===== src/rtl/xm_mem_arbiter_if.sv =====
// xm_mem_arbiter_if: requester and memory-side signal bundle for the memory arbiter
//   fReq_i/dReq_i/gReq_i, *Addr_i, dWe_i/gWe_i, dData_i/gData_i : fetch/data/debugger requests
//   fAck_o/dAck_o/gAck_o : one-cycle completion pulses, rdata_o shared read data, busy_o
//   memEn_o/memWe_o/memAddr_o/memData_o : memory control, mem_i : memory read data
//   slave modport is the arbiter's view, master modport is the requester/memory view
interface xm_mem_arbiter_if #(
    parameter int ADDR_W = 16,
    parameter int DATA_W = 16
);
    logic              fReq_i, dReq_i, gReq_i;
    logic [ADDR_W-1:0] fAddr_i, dAddr_i, gAddr_i;
    logic              dWe_i, gWe_i;
    logic [DATA_W-1:0] dData_i, gData_i;
    logic              fAck_o, dAck_o, gAck_o;
    logic [DATA_W-1:0] rdata_o;
    logic              busy_o;
    logic              memEn_o, memWe_o;
    logic [ADDR_W-1:0] memAddr_o;
    logic [DATA_W-1:0] memData_o;
    logic [DATA_W-1:0] mem_i;

    modport slave (
        input  fReq_i, dReq_i, gReq_i, fAddr_i, dAddr_i, gAddr_i,
               dWe_i, gWe_i, dData_i, gData_i, mem_i,
        output fAck_o, dAck_o, gAck_o, rdata_o, busy_o,
               memEn_o, memWe_o, memAddr_o, memData_o
    );

    modport master (
        output fReq_i, dReq_i, gReq_i, fAddr_i, dAddr_i, gAddr_i,
               dWe_i, gWe_i, dData_i, gData_i, mem_i,
        input  fAck_o, dAck_o, gAck_o, rdata_o, busy_o,
               memEn_o, memWe_o, memAddr_o, memData_o
    );
endinterface


===== src/rtl/xm_mem_arbiter.sv =====
// xm_mem_arbiter: shares one single-port memory between CPU fetch, CPU data and debugger
//   clk_i   : clock
//   arstn_i : asynchronous active-low reset
//   bus     : xm_mem_arbiter_if slave modport (requests, acks, read data, memory control)
module xm_mem_arbiter #(
    parameter int ADDR_W  = 16,
    parameter int DATA_W  = 16,
    parameter int MEM_LAT = 1
) (
    input logic              clk_i,
    input logic              arstn_i,
    xm_mem_arbiter_if.slave  bus
);
    typedef enum logic [1:0] {IDLE, ACCESS, ACK} state_t;
    typedef enum logic [1:0] {OWN_F, OWN_D, OWN_G} owner_t;

    localparam logic [1:0] CNT_INIT = 2'(MEM_LAT - 1);

    state_t            state_q, state_d;
    owner_t            owner_q, win;
    logic [ADDR_W-1:0] addr_q;
    logic [DATA_W-1:0] wdata_q, hold_q;
    logic              we_q, rr_q, any_req;
    logic [1:0]        cnt_q;

    // debugger always wins; fetch/data tie resolved by rr_q (0 favours fetch)
    always_comb begin
        any_req = bus.fReq_i | bus.dReq_i | bus.gReq_i;
        win     = bus.gReq_i ? OWN_G : (bus.fReq_i && (!bus.dReq_i || !rr_q)) ? OWN_F : OWN_D;
    end

    always_ff @(posedge clk_i or negedge arstn_i) begin
        if (!arstn_i)
            state_q <= IDLE;
        else
            state_q <= state_d;
    end

    // writes leave ACCESS after one cycle; reads wait for the latency counter
    always_comb begin
        state_d = state_q == IDLE   ? (any_req ? ACCESS : IDLE) :
                  state_q == ACCESS ? ((we_q || cnt_q == 2'd0) ? ACK : ACCESS) : IDLE;
    end

    always_ff @(posedge clk_i or negedge arstn_i) begin
        if (!arstn_i) begin
            owner_q <= OWN_F;
            addr_q  <= '0;
            wdata_q <= '0;
            we_q    <= 1'b0;
            rr_q    <= 1'b0;
            cnt_q   <= 2'd0;
            hold_q  <= '0;
        end else begin
            if (state_q == IDLE && any_req) begin
                owner_q <= win;
                addr_q  <= win == OWN_G ? bus.gAddr_i : win == OWN_F ? bus.fAddr_i : bus.dAddr_i;
                we_q    <= win == OWN_G ? bus.gWe_i : win == OWN_D ? bus.dWe_i : 1'b0;
                wdata_q <= win == OWN_G ? bus.gData_i : bus.dData_i;
                cnt_q   <= CNT_INIT;
                if (win != OWN_G)
                    rr_q <= win == OWN_F;
            end
            if (state_q == ACCESS && cnt_q != 2'd0)
                cnt_q <= cnt_q - 2'd1;
            // only reads refresh the read-data hold register
            if (state_q == ACK && !we_q)
                hold_q <= bus.mem_i;
        end
    end

    always_comb begin
        bus.busy_o    = state_q != IDLE;
        bus.memEn_o   = state_q == ACCESS;
        bus.memWe_o   = state_q == ACCESS && we_q;
        bus.memAddr_o = state_q == ACCESS ? addr_q : '0;
        bus.memData_o = state_q == ACCESS ? wdata_q : '0;
        bus.fAck_o    = state_q == ACK && owner_q == OWN_F;
        bus.dAck_o    = state_q == ACK && owner_q == OWN_D;
        bus.gAck_o    = state_q == ACK && owner_q == OWN_G;
        bus.rdata_o   = state_q == ACK ? bus.mem_i : hold_q;
    end
endmodule


===== src/flat_wrapper.sv =====
// flat-port wrapper written by rule: the top's interface ports become plain ports
module xm_mem_arbiter_flat 
#(
    parameter int ADDR_W  = 16,
    parameter int DATA_W  = 16,
    parameter int MEM_LAT = 1
)
  (clk_i, arstn_i, bus_fReq_i, bus_dReq_i, bus_gReq_i, bus_fAddr_i, bus_dAddr_i, bus_gAddr_i, bus_dWe_i, bus_gWe_i, bus_dData_i, bus_gData_i, bus_mem_i, bus_fAck_o, bus_dAck_o, bus_gAck_o, bus_rdata_o, bus_busy_o, bus_memEn_o, bus_memWe_o, bus_memAddr_o, bus_memData_o);
  xm_mem_arbiter_if #(.ADDR_W(ADDR_W), .DATA_W(DATA_W)) bus_i ();
  input logic clk_i;
  input logic arstn_i;
  input wire logic [$bits(bus_i.fReq_i)-1:0] bus_fReq_i;
  input wire logic [$bits(bus_i.dReq_i)-1:0] bus_dReq_i;
  input wire logic [$bits(bus_i.gReq_i)-1:0] bus_gReq_i;
  input wire logic [$bits(bus_i.fAddr_i)-1:0] bus_fAddr_i;
  input wire logic [$bits(bus_i.dAddr_i)-1:0] bus_dAddr_i;
  input wire logic [$bits(bus_i.gAddr_i)-1:0] bus_gAddr_i;
  input wire logic [$bits(bus_i.dWe_i)-1:0] bus_dWe_i;
  input wire logic [$bits(bus_i.gWe_i)-1:0] bus_gWe_i;
  input wire logic [$bits(bus_i.dData_i)-1:0] bus_dData_i;
  input wire logic [$bits(bus_i.gData_i)-1:0] bus_gData_i;
  input wire logic [$bits(bus_i.mem_i)-1:0] bus_mem_i;
  output wire logic [$bits(bus_i.fAck_o)-1:0] bus_fAck_o;
  output wire logic [$bits(bus_i.dAck_o)-1:0] bus_dAck_o;
  output wire logic [$bits(bus_i.gAck_o)-1:0] bus_gAck_o;
  output wire logic [$bits(bus_i.rdata_o)-1:0] bus_rdata_o;
  output wire logic [$bits(bus_i.busy_o)-1:0] bus_busy_o;
  output wire logic [$bits(bus_i.memEn_o)-1:0] bus_memEn_o;
  output wire logic [$bits(bus_i.memWe_o)-1:0] bus_memWe_o;
  output wire logic [$bits(bus_i.memAddr_o)-1:0] bus_memAddr_o;
  output wire logic [$bits(bus_i.memData_o)-1:0] bus_memData_o;
  assign bus_i.fReq_i = bus_fReq_i;
  assign bus_i.dReq_i = bus_dReq_i;
  assign bus_i.gReq_i = bus_gReq_i;
  assign bus_i.fAddr_i = bus_fAddr_i;
  assign bus_i.dAddr_i = bus_dAddr_i;
  assign bus_i.gAddr_i = bus_gAddr_i;
  assign bus_i.dWe_i = bus_dWe_i;
  assign bus_i.gWe_i = bus_gWe_i;
  assign bus_i.dData_i = bus_dData_i;
  assign bus_i.gData_i = bus_gData_i;
  assign bus_i.mem_i = bus_mem_i;
  assign bus_fAck_o = bus_i.fAck_o;
  assign bus_dAck_o = bus_i.dAck_o;
  assign bus_gAck_o = bus_i.gAck_o;
  assign bus_rdata_o = bus_i.rdata_o;
  assign bus_busy_o = bus_i.busy_o;
  assign bus_memEn_o = bus_i.memEn_o;
  assign bus_memWe_o = bus_i.memWe_o;
  assign bus_memAddr_o = bus_i.memAddr_o;
  assign bus_memData_o = bus_i.memData_o;
  xm_mem_arbiter #(.ADDR_W(ADDR_W), .DATA_W(DATA_W), .MEM_LAT(MEM_LAT)) u_core (.clk_i(clk_i), .arstn_i(arstn_i), .bus(bus_i));
endmodule

===== config.mk =====
export PLATFORM = sky130hd
export DESIGN_NAME = xm_mem_arbiter_flat
export DESIGN_NICKNAME = d
export VERILOG_FILES = /design/src/rtl/xm_mem_arbiter_if.sv /design/src/rtl/xm_mem_arbiter.sv /design/src/flat_wrapper.sv
export SDC_FILE = /design/constraint.sdc
export NUM_CORES = 1
export LEC_CHECK = 0
export ABC_AREA = 1
export BUFFER_PORTS_ARGS = -buffer_cell sky130_fd_sc_hd__buf_2
export CORE_MARGIN = 2
export CORE_UTILIZATION = 46
export CTS_CLUSTER_DIAMETER = 200
export CTS_CLUSTER_SIZE = 12
export DETAILED_ROUTE_END_ITERATION = 8
export PLACE_DENSITY = 0.86
export SYNTH_ARGS = -nofsm -noshare
export SYNTH_HDL_FRONTEND = slang
export SYNTH_SLANG_ARGS = --single-unit

===== constraint.sdc =====
create_clock -name clk_i -period 1.4 [get_ports clk_i]
set_clock_uncertainty 0.15 [all_clocks]
set_input_delay 0.28 -clock clk_i [delete_from_list [all_inputs] [get_ports clk_i]]
set_output_delay 0.28 -clock clk_i [all_outputs]
set_load 0.005 [all_outputs]

Word level (Yosys, flattened, before mapping)

Cells that the tools add are included.
W data, S select, Z words.

Bitwise operators: 2
Multipliers: 0
$add $sub $neg: 1
Reduce and logical (&&, ||, !) cells: 21
Multiplexer cells: 16
Div/mod/pow operators: 0
Shift-type cells: 0
Eq/ne operators: 7
Magnitude comparators: 0

Operator list:

| kind                  | number |
|---|---|
| $mux W16              | 6 |
| $mux W2               | 6 |
| $logic_and A1 B1 Y1   | 8 |
| $logic_not A2 Y1      | 4 |
| $eq A2 B1 Y1 const B  | 3 |
| $eq A2 B2 Y1 const B  | 3 |
| $reduce_bool A2 Y1    | 3 |
| $mux W1               | 4 |
| $logic_not A1 Y1      | 3 |
| $logic_or A1 B1 Y1    | 2 |
| $ne A2 B2 Y1 const B  | 1 |
| $or A1 B1 Y1          | 2 |
| $reduce_and A2 Y1     | 1 |
| $sub A2 B1 Y2 const B | 1 |

ROM bits: 0
Bits in writable memories: 0
Output and inout port bits: 54
Flip-flop bits (word level): 56
Input bits: 103
Memories: 0
Word-level logic and storage cells: 55
Bits in latches: 0

Longest topological paths before layout

Word-level depth: 8
Mapped depth: 7

Least setup slack after synthesis

OpenSTA, ideal clock, no wires.

Path kind: register to output
Start point: register u_core.state_q[0]
End point: output bus_memAddr_o[0]
Setup slack: -0.061 ns
Path buffers: 1
Cell stages (with the launch flop): 6
Data required time: 0.970 ns
Arrival: 1.031 ns
Path through: dfrtp_1 inv_1 nor2_1 clkinv_1 buf_2 nor2_1

Word-level cells in the longest chain between the ends: 2

RTL lines:

| element                  | line                 | RTL |
|---|---|---|
| start: declaration       | xm_mem_arbiter.sv:19 | `state_t state_q, state_d;` |
| start signal: assignment | xm_mem_arbiter.sv:36 | `state_q <= state_d;` |
| $eq A2 B1 Y1             | -                    |  |
| net bus_memEn_o          | flat_wrapper.sv:28   | `output wire logic [$bits(bus_i.memEn_o)-1:0] bus_memEn_o;` |
| $mux W16                 | xm_mem_arbiter.sv:76 | `bus.memAddr_o = state_q == ACCESS ? addr_q : '0;` |
| end: declaration         | flat_wrapper.sv:30   | `output wire logic [$bits(bus_i.memAddr_o)-1:0] bus_memAddr_o;` |

The timed path passes the listed nets, and every way through them passes these cells.

Worst setup path in the final report

Start point: register u_core.state_q[0]
End point: output bus_memData_o[4]

Word-level cells in the longest chain between the ends: 2

RTL lines:

| element          | line                 | RTL |
|---|---|---|
| $eq A2 B1 Y1     | xm_mem_arbiter.sv:77 | `bus.memData_o = state_q == ACCESS ? wdata_q : '0;` |
| $mux W16         | xm_mem_arbiter.sv:77 |  |
| end: declaration | flat_wrapper.sv:31   | `output wire logic [$bits(bus_i.memData_o)-1:0] bus_memData_o;` |

Every way passes these cells.

==> out/qor.csv <==
metric;value;unit
viasPerCell;5.505;
critPathKind;reg -> out;
fin_crit;1.880;ns
drt_iter0_markers;287;
p_sw_share;44.23;%
power.switching;0.005534;W
violations;negative setup slack;
p_per_area;2237;nW/µm²
synth_fp_nets;573;
dr_total_vias;4030;
setup_viol;109;
power_frac_seq;24.8;%
grt_pass1_wl;16840;µm
p_comb_share;66.6;%
p_int;0.006978;W
layout_common_cells;buf_2, nand2_1, dfrtp_1, inv_1, nor2_1;
holdPathStages;3;
clock_latency;0.31;ns
dp_hpwl;6398;µm
rsz0062_at_grt;yes;
first_pass_iters;5;
clock-root-buffer;clkbuf_8;
io_pins;157;
clkSinkCount;56;
ir_worst_vdd;1.068;mV
numCtsBuffers;5;
crit_start;u_core.state_q[0]$_DFF_PN0_;
finalPower;0.01251;W
p_leak;2.947;nW
synth-simple-area-share;37.46;%
fin_nets;754;
synth_cell_types;19;
synth_top_family_by_area;simple AND/OR/NAND/NOR gates;
min_from;bus_dData_i[11];
avgSynthCellArea;6.816;µm²
gp_congestion;0.8759;
post-route-period-util;134.3;%
grt_pass1_vias;3710;
reg2reg_from;u_core.state_q[1]$_DFF_PN0_;
die_y;87.37;µm
slew_headroom;73.67;%
r2r_cells;11;
yosysSeqAreaShare;43.84;%
core;6756;µm²
synth.area.mux_share;0;%
grt_overflow;0;
synth-adder-area-share;0.3914;%
hold_ws;0.05873;ns
fillerInstances;394;
clock.fmax;0.5318;GHz
cap_violations;0;
ant_nets;0;
syn_to_final_growth;74.99;%
remaining_drc_errors;0;
cp-start-kind;register;
start_util;47.31;%
cts.reportedPaths.clkPinSlew;0.10;ns
cp_slowest_cell;dfrtp_1;
final_common_cell;buf_2;
setup_ws;-0.4805;ns
htreeDepth;2;
critPathRequiredTime;0.97;ns
cts.path.max_buffers;2;
slew_viol_final;0;
synth-seq-cells;56;
rows;30;
cts_tree;built;
clkPwrFrac;8.6;%
syn_inst;469;
antenna_found_initial;1;
routed_wl;12680;µm
status;finished with violations;
drive_gt1_share;53.61;%
endpoint_kind;output pin;
grtUsageTotal;28.12;%
synth_xor_area_share;0;%
cp.arrival;1.45;ns
route.detailed.wl_per_inst;17.33;µm
fp.dieW;87.37;µm
cpMostUsedCell;nor2_4;
slowest_delay;0.38;ns
yosysWarnings;0;
min_path_type;in -> reg;
hold_violations;0;
synth-compound-area-share;6.771;%
grt_max_degree;57;
worstMarginPinSlew;0.3935;ns
portBuffers;156;
die_area;7633;µm²
path_cells;inv_2, nor2_4, clkinv_4, buf_12, nor2_4, buf_2;
synth.cell_area;3197;µm²
path_max_fanout;8;
==> sequential cells by signal (all words and copies together) (netlist names) <==
signal	flops
u_core.addr_q	16
u_core.cnt_q	2
u_core.hold_q	16
u_core.owner_q	2
u_core.rr_q	1
u_core.state_q	2
u_core.wdata_q	16
u_core.we_q	1
==> path summary, 6_finish.rpt <==
path	end	slack, ns
min in group asynchronous	u_core.hold_q[12]$_DFFE_PN0P_	0.34
setup / recovery	bus_memData_o[4]	-0.48
setup reg to reg	u_core.addr_q[0]$_DFFE_PN0P_	-0.45
hold / removal	u_core.wdata_q[11]$_DFFE_PN0P_	0.06
max in group asynchronous	u_core.addr_q[3]$_DFFE_PN0P_	0.50
hold reg to reg	u_core.hold_q[10]$_DFFE_PN0P_	0.35
==> synth_stat cells <==
cell      count  share of area, %
clkinv_1      2              0.23
buf_4         5               1.2
nand2_2       3              0.59
inv_2         2              0.23
nor3_1        2              0.31
nor2_2        1              0.20
o21ai_0      39               6.1
nor2_1       84               9.9
a21oi_4       1              0.51
buf_1         1              0.12
clkbuf_1     11               1.3
buf_2        13               2.0
a21oi_1       1              0.16
nand2_1     107                13
nand3_1      69                11
nand4_1      16               3.1
ha_1          1              0.39
dfrtp_1      56                44
inv_1        55               6.5
==> layer usage <==
metal  global-route usage [%]  part of all wire (%)
met3                    4.360                   7.0
met1                    32.49                    36
met4                    12.73                   4.4
met2                    50.76                    53
met5                        0                     0
==> critical path: cells and delay by family (launching register included) <==
family,cells,cell delay (ns)
and+or+nand+nor,2,0.25
DFF,1,0.38
buffers and inverters,4,0.49
==> power by group through the flow <==
stage               registers [W]  logic (W)  clock network [W]
floorplan                 0.00276    0.00260                  0
global placement          0.00282    0.00404                  0
detailed placement        0.00287    0.00421                  0
CTS                       0.00287    0.00677            0.00107
global route              0.00316    0.00889            0.00115
finish                    0.00310    0.00834            0.00108
==> metrics by stage <==
step	cell area, µm²	utilization [%]	setup TNS [ns]	setup WS, ns	std cells
after floorplan	3199	-	-0.8996	-0.02999	469
after global placement	4129	61.11	-4.502	-0.1075	693
after detailed placement	4129	61.11	-6.822	-0.1598	693
after CTS	5082	75.22	-30.34	-0.4087	725
after global routing	5594	82.80	-43.82	-0.5233	732
final	5594	82.80	-37.38	-0.4805	732
==> repair_timing <==
item,CTS,global route
cloned,10,5
hold buffers,1,0
gates resized for setup,141,124
pin swaps,18,32
endpoints found under the hold margin,56,0
buffers inserted,13,6
endpoints found under the setup margin,86,109
==> kinds of logic (layout without fill, tap and decap cells) <==
group | after synthesis | in the layout
other cells | 0 | 1
flops | 56 | 56
compound gates | 41 | 41
simple gates | 282 | 282
fa+ha+maj | 1 | 1
buf+inv | 89 | 271
==> layout make-up <==
class / instances / area, µm² / area share, %
tap: 80 / 100.1 / 1.789
multi-input combinational: 324 / 2162 / 38.65
timing repair inverter: 1 / 11.26 / 0.2013
clock buffer: 5 / 68.82 / 1.230
sequential: 56 / 1401 / 25.05
clock inverter: 3 / 42.54 / 0.7605
inverter: 59 / 241.5 / 4.317
antenna: 1 / 2.502 / 0.04473
timing repair buffer: 203 / 1564 / 27.96
Power figures use the tool's default switching activity.
